`src/rtl/ingress_frame_arbiter_if.sv`:
```
// ----------------------------------------------------------------------------
// ingress_frame_arbiter_if
// Bundles the four port RX FIFO read ports and the shared header/payload FIFO
// write ports used by ingress_frame_arbiter.
//   rx_dout[31:0]   FWFT RX data, port i on [8i+7:8i]
//   rx_del[3:0]     last-byte delimiter per port
//   rx_empty[3:0]   RX FIFO empty per port
//   rx_rden[3:0]    RX FIFO pop (one-hot or zero)
//   h_fifo_*        114-bit header word write port + almost-full
//   b_fifo_*        payload byte + delimiter write port + almost-full
// master = arbiter side, slave = FIFO side.
// ----------------------------------------------------------------------------
interface ingress_frame_arbiter_if;
  logic [31:0]  rx_dout;
  logic [3:0]   rx_del;
  logic [3:0]   rx_empty;
  logic [3:0]   rx_rden;
  logic [113:0] h_fifo_din;
  logic         h_fifo_wren;
  logic         h_fifo_afull;
  logic [7:0]   b_fifo_din;
  logic         b_fifo_del_din;
  logic         b_fifo_wren;
  logic         b_fifo_afull;

  modport master (
    input  rx_dout, rx_del, rx_empty, h_fifo_afull, b_fifo_afull,
    output rx_rden, h_fifo_din, h_fifo_wren, b_fifo_din, b_fifo_del_din, b_fifo_wren
  );

  modport slave (
    output rx_dout, rx_del, rx_empty, h_fifo_afull, b_fifo_afull,
    input  rx_rden, h_fifo_din, h_fifo_wren, b_fifo_din, b_fifo_del_din, b_fifo_wren
  );
endinterface

```
`src/rtl/ingress_frame_arbiter.sv`:
```
// ----------------------------------------------------------------------------
// ingress_frame_arbiter
// Round-robin, whole-frame arbiter sharing one header FIFO / payload FIFO pair
// between four port RX FIFOs. Each frame is split into a 114-bit header word
// {port, dst, src, type} and a delimited payload byte stream; runts (<= 14
// bytes) are consumed and counted but never written downstream.
// Ports:
//   clk, rst    system clock, synchronous active-high reset
//   bus         ingress_frame_arbiter_if.master (RX pops, header/payload writes)
//   grant       one-hot port currently owned, 0 when idle
//   drop_cnt    saturating count of dropped/truncated frames
// Optional feature macro: FRAME_LEN_LIMIT_EN -- truncates frames longer than
// MAX_FRAME_LEN bytes (header included) and flushes the remainder.
// ----------------------------------------------------------------------------
module ingress_frame_arbiter #(
  parameter int MAX_FRAME_LEN = 1514,
  parameter int DROP_CNT_W    = 16
) (
  input  logic                    clk,
  input  logic                    rst,
  ingress_frame_arbiter_if.master bus,
  output logic [3:0]              grant,
  output logic [DROP_CNT_W-1:0]   drop_cnt
);

`ifdef FRAME_LEN_LIMIT_EN
  typedef enum logic [2:0] {S_IDLE, S_HDR, S_HWR, S_PAY, S_END, S_FLUSH} state_t;
  localparam int BCNT_W = ($clog2(MAX_FRAME_LEN + 1) > 11) ? $clog2(MAX_FRAME_LEN + 1) : 11;
  localparam logic [BCNT_W-1:0] LAST_BYTE = BCNT_W'(MAX_FRAME_LEN - 1);
  logic [BCNT_W-1:0] r_bcnt, w_bcnt_nxt;
`else
  typedef enum logic [2:0] {S_IDLE, S_HDR, S_HWR, S_PAY, S_END} state_t;
`endif

  state_t                r_state, w_state_nxt;
  logic [3:0]            r_grant, w_grant_nxt;
  logic [1:0]            r_gidx, w_gidx_nxt;
  logic [1:0]            r_ptr, w_ptr_nxt;
  logic [3:0]            r_hcnt, w_hcnt_nxt;
  logic [111:0]          r_hdr, w_hdr_nxt;
  logic [DROP_CNT_W-1:0] r_drop, w_drop_nxt;
  logic [7:0]            r_b_din_p1, w_b_din_nxt;
  logic                  r_b_del_p1, w_b_del_nxt;
  logic                  r_b_vld_p1, w_b_vld_nxt;

  logic [1:0] w_win_idx;
  logic       w_win_found;
  logic       w_space_ok;
  logic       w_pop;
  logic [7:0] w_byte;
  logic       w_del;
  logic       w_hwr;

  function automatic logic [DROP_CNT_W-1:0] sat_inc(input logic [DROP_CNT_W-1:0] v);
    return (&v) ? v : v + 1'b1;
  endfunction

  // Round-robin search starting at r_ptr; first non-empty port wins.
  always_comb begin
    w_win_idx   = r_ptr;
    w_win_found = 1'b0;
    for (int k = 0; k < 4; k++) begin
      if (!w_win_found && !bus.rx_empty[r_ptr + 2'(k)]) begin
        w_win_idx   = r_ptr + 2'(k);
        w_win_found = 1'b1;
      end
    end
  end

  assign w_space_ok = ~bus.h_fifo_afull & ~bus.b_fifo_afull;
  assign w_byte     = bus.rx_dout[{r_gidx, 3'b000} +: 8];
  assign w_del      = bus.rx_del[r_gidx];

  // Pop enable: forwarding states need downstream room, flushing does not.
  always_comb begin
    w_pop = 1'b0;
    case (r_state)
      S_HDR, S_PAY: w_pop = ~bus.rx_empty[r_gidx] & w_space_ok;
`ifdef FRAME_LEN_LIMIT_EN
      S_FLUSH:      w_pop = ~bus.rx_empty[r_gidx];
`endif
      default:      w_pop = 1'b0;
    endcase
  end

  // Next-state / datapath decode
  always_comb begin
    w_state_nxt = r_state;
    w_grant_nxt = r_grant;
    w_gidx_nxt  = r_gidx;
    w_ptr_nxt   = r_ptr;
    w_hcnt_nxt  = r_hcnt;
    w_hdr_nxt   = r_hdr;
    w_drop_nxt  = r_drop;
    w_b_vld_nxt = 1'b0;
    w_b_din_nxt = r_b_din_p1;
    w_b_del_nxt = r_b_del_p1;
`ifdef FRAME_LEN_LIMIT_EN
    w_bcnt_nxt  = r_bcnt;
`endif
    case (r_state)
      S_IDLE: begin
        if (w_win_found && w_space_ok) begin
          w_grant_nxt = 4'b0001 << w_win_idx;
          w_gidx_nxt  = w_win_idx;
          w_hcnt_nxt  = '0;
`ifdef FRAME_LEN_LIMIT_EN
          w_bcnt_nxt  = '0;
`endif
          w_state_nxt = S_HDR;
        end
      end
      S_HDR: begin
        if (w_pop) begin
          // First byte ends up in dst[47:40], byte 13 in type[7:0].
          w_hdr_nxt  = {r_hdr[103:0], w_byte};
          w_hcnt_nxt = r_hcnt + 4'd1;
`ifdef FRAME_LEN_LIMIT_EN
          w_bcnt_nxt = r_bcnt + 1'b1;
`endif
          if (w_del) begin
            w_drop_nxt  = sat_inc(r_drop);
            w_state_nxt = S_END;
          end else if (r_hcnt == 4'd13) begin
            w_state_nxt = S_HWR;
          end
        end
      end
      S_HWR: w_state_nxt = S_PAY;
      S_PAY: begin
        if (w_pop) begin
          w_b_vld_nxt = 1'b1;
          w_b_din_nxt = w_byte;
          w_b_del_nxt = w_del;
`ifdef FRAME_LEN_LIMIT_EN
          w_bcnt_nxt  = r_bcnt + 1'b1;
`endif
          if (w_del) begin
            w_state_nxt = S_END;
`ifdef FRAME_LEN_LIMIT_EN
          end else if (r_bcnt == LAST_BYTE) begin
            // Truncate: close the forwarded frame here, discard the rest.
            w_b_del_nxt = 1'b1;
            w_drop_nxt  = sat_inc(r_drop);
            w_state_nxt = S_FLUSH;
`endif
          end
        end
      end
`ifdef FRAME_LEN_LIMIT_EN
      S_FLUSH: begin
        if (w_pop && w_del) w_state_nxt = S_END;
      end
`endif
      S_END: begin
        w_grant_nxt = '0;
        w_ptr_nxt   = r_gidx + 2'd1;
        w_state_nxt = S_IDLE;
      end
      default: w_state_nxt = S_IDLE;
    endcase
  end

  // Control / output register stage
  always_ff @(posedge clk) begin
    if (rst) begin
      r_state    <= S_IDLE;
      r_grant    <= '0;
      r_gidx     <= '0;
      r_ptr      <= '0;
      r_hcnt     <= '0;
      r_drop     <= '0;
      r_b_vld_p1 <= 1'b0;
      r_b_din_p1 <= '0;
      r_b_del_p1 <= 1'b0;
`ifdef FRAME_LEN_LIMIT_EN
      r_bcnt     <= '0;
`endif
    end else begin
      r_state    <= w_state_nxt;
      r_grant    <= w_grant_nxt;
      r_gidx     <= w_gidx_nxt;
      r_ptr      <= w_ptr_nxt;
      r_hcnt     <= w_hcnt_nxt;
      r_drop     <= w_drop_nxt;
      r_b_vld_p1 <= w_b_vld_nxt;
      r_b_din_p1 <= w_b_din_nxt;
      r_b_del_p1 <= w_b_del_nxt;
`ifdef FRAME_LEN_LIMIT_EN
      r_bcnt     <= w_bcnt_nxt;
`endif
    end
  end

  // Header shift register: only observed while S_HWR, so it needs no reset.
  always_ff @(posedge clk) begin
    r_hdr <= w_hdr_nxt;
  end

  assign w_hwr              = (r_state == S_HWR);
  assign bus.rx_rden        = r_grant & {4{w_pop}};
  assign bus.h_fifo_wren    = w_hwr;
  assign bus.h_fifo_din     = w_hwr ? {r_gidx, r_hdr} : '0;
  assign bus.b_fifo_wren    = r_b_vld_p1;
  assign bus.b_fifo_din     = r_b_din_p1;
  assign bus.b_fifo_del_din = r_b_del_p1;
  assign grant              = r_grant;
  assign drop_cnt           = r_drop;

endmodule

```
`src/flat_wrapper.sv`:
```
// flat-port wrapper written by rule: the top's interface ports become plain ports
module ingress_frame_arbiter_flat 
#(
  parameter int MAX_FRAME_LEN = 1514,
  parameter int DROP_CNT_W    = 16
)
  (clk, rst, grant, drop_cnt, bus_rx_dout, bus_rx_del, bus_rx_empty, bus_h_fifo_afull, bus_b_fifo_afull, bus_rx_rden, bus_h_fifo_din, bus_h_fifo_wren, bus_b_fifo_din, bus_b_fifo_del_din, bus_b_fifo_wren);
  ingress_frame_arbiter_if bus_i ();
  input  logic clk;
  input  logic rst;
  output logic [3:0] grant;
  output logic [DROP_CNT_W-1:0] drop_cnt;
  input wire logic [$bits(bus_i.rx_dout)-1:0] bus_rx_dout;
  input wire logic [$bits(bus_i.rx_del)-1:0] bus_rx_del;
  input wire logic [$bits(bus_i.rx_empty)-1:0] bus_rx_empty;
  input wire logic [$bits(bus_i.h_fifo_afull)-1:0] bus_h_fifo_afull;
  input wire logic [$bits(bus_i.b_fifo_afull)-1:0] bus_b_fifo_afull;
  output wire logic [$bits(bus_i.rx_rden)-1:0] bus_rx_rden;
  output wire logic [$bits(bus_i.h_fifo_din)-1:0] bus_h_fifo_din;
  output wire logic [$bits(bus_i.h_fifo_wren)-1:0] bus_h_fifo_wren;
  output wire logic [$bits(bus_i.b_fifo_din)-1:0] bus_b_fifo_din;
  output wire logic [$bits(bus_i.b_fifo_del_din)-1:0] bus_b_fifo_del_din;
  output wire logic [$bits(bus_i.b_fifo_wren)-1:0] bus_b_fifo_wren;
  assign bus_i.rx_dout = bus_rx_dout;
  assign bus_i.rx_del = bus_rx_del;
  assign bus_i.rx_empty = bus_rx_empty;
  assign bus_i.h_fifo_afull = bus_h_fifo_afull;
  assign bus_i.b_fifo_afull = bus_b_fifo_afull;
  assign bus_rx_rden = bus_i.rx_rden;
  assign bus_h_fifo_din = bus_i.h_fifo_din;
  assign bus_h_fifo_wren = bus_i.h_fifo_wren;
  assign bus_b_fifo_din = bus_i.b_fifo_din;
  assign bus_b_fifo_del_din = bus_i.b_fifo_del_din;
  assign bus_b_fifo_wren = bus_i.b_fifo_wren;
  ingress_frame_arbiter #(.MAX_FRAME_LEN(MAX_FRAME_LEN), .DROP_CNT_W(DROP_CNT_W)) u_core (.clk(clk), .rst(rst), .bus(bus_i), .grant(grant), .drop_cnt(drop_cnt));
endmodule
```
`config.mk`:
```
export PLATFORM = sky130hd
export DESIGN_NAME = ingress_frame_arbiter_flat
export DESIGN_NICKNAME = d
export VERILOG_FILES = /design/src/rtl/ingress_frame_arbiter_if.sv /design/src/rtl/ingress_frame_arbiter.sv /design/src/flat_wrapper.sv
export SDC_FILE = /design/constraint.sdc
export NUM_CORES = 1
export LEC_CHECK = 0
export CAP_MARGIN = 30
export CORE_UTILIZATION = 42
export DETAILED_ROUTE_END_ITERATION = 8
export PLACE_DENSITY = 0.75
export SYNTH_ARGS = -nofsm -noshare
export SYNTH_HDL_FRONTEND = slang
export SYNTH_SLANG_ARGS = --single-unit
```
`constraint.sdc`:
```
create_clock -name clk -period 4.5 [get_ports clk]
set_clock_uncertainty 0.2 [all_clocks]
set_input_delay 0.45 -clock clk [delete_from_list [all_inputs] [get_ports clk]]
set_output_delay 0.45 -clock clk [all_outputs]
set_load 0.01 [all_outputs]
```
==> flow_metrics.env <==
export IMPL_remaining_drc_errors=0
export IMPL_asyncSetResetFlopFracSynth=0
export IMPL_worstMarginPinSlew_ns=1.03
export IMPL_core_area_um2=14600
export IMPL_post_layout_total_power_mw=3.03
export IMPL_min_delay_path_class="reg -> reg"
export IMPL_preCtsSetupSlack_ns=1.18
export IMPL_netlist_instances=491
export IMPL_synth_yosys_warnings=0
export IMPL_clock_root_buffer="sky130_fd_sc_hd__clkbuf_16"
export IMPL_synth_enable_flop_cells=112
export IMPL_worstSetupPathType="reg -> out"
export IMPL_die_footprint_um2=15500
export IMPL_report_final_slew_viol_count=0
export IMPL_detail_routed_net_length_per_standard_cell_um=16.4
export IMPL_cts_resized=0
export IMPL_ctsHtreeMaxLevel=4
export IMPL_totalWireLength_um=14400
export IMPL_layout_worst_path_cycle_share=0.829
export IMPL_drive_gt1_frac=0.0774
export IMPL_cts_setup_buffers=0
export IMPL_ctsHoldBuffers=0
export IMPL_crit_end="bus_h_fifo_din[50]"
export IMPL_largest_net_degree_at_the_start_of_global_routing=64
export IMPL_gp_congestion=0.834
export IMPL_routed_via_density=5.10
export IMPL_die_w_um=125
export IMPL_syn_area_per_cell_um2=12.8
export IMPL_yosys_register_bits=153
export IMPL_power_density_nw_per_um2=335
export IMPL_critPathLaunch="u_core.r_state[1]$_SDFFE_PP0P_"
export IMPL_finalHoldViolations=0
export IMPL_hpwlAfterDp_um=10100
export IMPL_timing_critical_path_to_type="output pin"
export IMPL_critical_path_startpoint_type="flip-flop"
export IMPL_buffer_ports_inserted=192
export IMPL_cts_tree="yes"
export IMPL_net_count_after_synthesis=538
export IMPL_boundaryPins=193
export IMPL_critical_path_required_ns=3.85
export IMPL_max_vdd_ir_drop_mv=0.250
export IMPL_cap_viol_max_count=0
export IMPL_placedCellCount=852
export IMPL_power_leakage_nw=3.06
export IMPL_min_period_ns=3.73
export IMPL_holdWs_ns=0.237
export IMPL_track_usage=0.190
export IMPL_yosys_area_share_simple=0.213
export IMPL_globalRouteOverflowTotal=0
export IMPL_first_pass_grt_wire_length_um=23400
export IMPL_clk_latency_ns=0.41
export IMPL_final_cell_count_no_fill=882
export IMPL_crit_reg2reg_capture="u_core.r_hdr[8]$_DFFE_PP_"
export IMPL_post_synth_fa_ha_maj_area_fraction=0.00595
export IMPL_insertedDiodeCount=0
export IMPL_syn_cell_area_um2=6310
export IMPL_drtPass1Iterations=5
export IMPL_number_of_setup_violations_in_the_final_report=0
export IMPL_numClockSinks=153
export IMPL_drt_iter0_drc=299
export IMPL_initial_utilization=0.432
export IMPL_areaGrowthSynthToFinish_pct=43.2
export IMPL_antenna_nets_post_route=0
export IMPL_synth_area_in_xor_xnor=0.00694
export IMPL_run_status="complete, no violations"
export IMPL_layout_nets=734
export IMPL_clkTransAtPathRegs_ns=0.06
export IMPL_ys_dominant_reg_cell="sky130_fd_sc_hd__edfxtp_1"
export IMPL_max_freq_mhz=268
export IMPL_rows=44
export IMPL_min_setup_slack_post_route_ns=0.770
export IMPL_netlist_cell_type_count=47
export IMPL_synth_mux_area_fraction=0.0391
export IMPL_timing_reg2reg_worst_path_depth=6
export IMPL_synth_seq_area_share=0.663
export IMPL_tritoncts_num_buffers=17
export IMPL_clk_path_buf_depth=2
export IMPL_die_height_um=125
export IMPL_rsz0062_at_grt="false"
export IMPL_vias_in_the_first_global_route=4527
export IMPL_arrival_time_of_the_worst_setup_path_ns=3.08
export IMPL_critical_path_reg2reg_startpoint="u_core.r_gidx[0]$_SDFFE_PP0P_"
export IMPL_vias=4502
export IMPL_crit_path_max_fanout=63
export IMPL_grt_antenna_before_repair=0
export IMPL_ff2ff_setup_slack_ns=1.68
export IMPL_synth_compound_area_frac=0.0508
export IMPL_dominant_combinational_cell_family_by_area_after_synthesis="simple AND/OR/NAND/NOR gates"
export IMPL_setup_tns_ns=0
export IMPL_worst_slew_margin_rel=0.309
==> sequential cells by signal (all words and copies together), names as in the netlist, 2 cells and up <==
name,count
u_core.r_hdr,112
u_core.drop_cnt,16
u_core.bus.b_fifo_din,8
u_core.grant,4
u_core.r_hcnt,4
u_core.r_state,3
u_core.r_gidx,2
u_core.r_ptr,2
==> cell type report <==
type	count	area [µm²]
tap	184	230
sequential	153	4180
timing repair buffer	204	2020
clock inverter	12	150
fill	1106	5560
inverter	5	21.3
multi-input combinational	306	2000
clock buffer	18	429
==> cells by family after synthesis <==
| kind of cell | Yosys count |
|---|---|
| compound gates | 56 |
| xor+xnor | 5 |
| fa+ha+maj | 3 |
| buf+inv | 32 |
| flops | 153 |
| mux | 13 |
| simple gates | 229 |
==> per-stage QoR <==
step                utilization  instance area, µm²
finish                    0.619                9030
global route              0.619                9030
CTS                       0.619                9030
detailed placement        0.580                8450
global placement          0.579                8450
floorplan                     -                6310
==> cells in the mapped netlist (2+ instances only) <==
library cell	n	area share
sky130_fd_sc_hd__and2_1	122	0.12
sky130_fd_sc_hd__edfxtp_1	112	0.53
sky130_fd_sc_hd__dfxtp_1	41	0.13
sky130_fd_sc_hd__nand2_1	32	0.019
sky130_fd_sc_hd__a21oi_1	30	0.024
sky130_fd_sc_hd__clkbuf_1	22	0.013
sky130_fd_sc_hd__nand3_1	16	0.013
sky130_fd_sc_hd__o21ai_0	13	0.010
sky130_fd_sc_hd__or3_1	13	0.013
sky130_fd_sc_hd__nor2_1	11	0.0065
sky130_fd_sc_hd__mux4_2	8	0.029
sky130_fd_sc_hd__nand4_1	6	0.0060
sky130_fd_sc_hd__nor3_1	6	0.0048
sky130_fd_sc_hd__and4_1	5	0.0069
sky130_fd_sc_hd__inv_1	5	0.0030
sky130_fd_sc_hd__and3_1	4	0.0040
sky130_fd_sc_hd__mux2i_1	4	0.0063
sky130_fd_sc_hd__xnor2_1	4	0.0056
sky130_fd_sc_hd__ha_1	3	0.0060
sky130_fd_sc_hd__a2111oi_0	2	0.0028
sky130_fd_sc_hd__buf_1	2	0.0012
sky130_fd_sc_hd__nand3b_1	2	0.0024
sky130_fd_sc_hd__nor3b_1	2	0.0024
sky130_fd_sc_hd__nor3b_2	2	0.0040
sky130_fd_sc_hd__o21a_1	2	0.0024
==> worst min path at each step <==
stage,startpoint,end,depth (start not counted)
detailed placement,u_core.r_hdr[61]$_DFFE_PP_,u_core.r_hdr[69]$_DFFE_PP_,0
CTS,u_core.r_hdr[61]$_DFFE_PP_,u_core.r_hdr[69]$_DFFE_PP_,0
finish,u_core.r_hdr[86]$_DFFE_PP_,u_core.r_hdr[94]$_DFFE_PP_,0
global route,u_core.r_hdr[16]$_DFFE_PP_,u_core.r_hdr[24]$_DFFE_PP_,0
global placement,u_core.r_hdr[86]$_DFFE_PP_,u_core.r_hdr[94]$_DFFE_PP_,0
floorplan,u_core.r_hdr[92]$_DFFE_PP_,u_core.r_hdr[100]$_DFFE_PP_,0
==> power breakdown <==
part | internal (mW) | switching (mW)
logic | 0.0555 | 0.0460
registers | 1.52 | 0.00844
clock network | 0.864 | 0.540
==> placed cells by master (no fill, tap or decap), drive strengths merged, types with 4 or more instances in the layout <==
| cell type | n |
|---|---|
| a21oi | 30 |
| and2 | 122 |
| and3 | 4 |
| and4 | 5 |
| buf | 12 |
| clkbuf | 18 |
| clkdlybuf4s50 | 192 |
| clkinv | 4 |
| dfxtp | 41 |
| edfxtp | 112 |
| inv | 7 |
| mux2i | 4 |
| mux4 | 9 |
| nand2 | 32 |
| nand3 | 16 |
| nand4 | 6 |
| nor2 | 11 |
| nor3 | 6 |
| nor3b | 4 |
| o21ai | 13 |
| or3 | 13 |
| xnor2 | 4 |
==> routing by layer <==
metal	GRT usage	wire, µm	up-vias
met5	0	0	-
met4	0.0716	289	0
met3	0.0511	1010	23
met2	0.308	6870	201
met1	0.244	6260	2126
li1	-	-	2152
==> critical path, stage by stage (launching register included) <==
cell and delay (ns):
sky130_fd_sc_hd__dfxtp_1 0.68, sky130_fd_sc_hd__nor3b_2 0.93, sky130_fd_sc_hd__buf_12 0.29, sky130_fd_sc_hd__and2_1 0.19, sky130_fd_sc_hd__clkdlybuf4s50_1 0.54
Power figures use the tool's default switching activity.
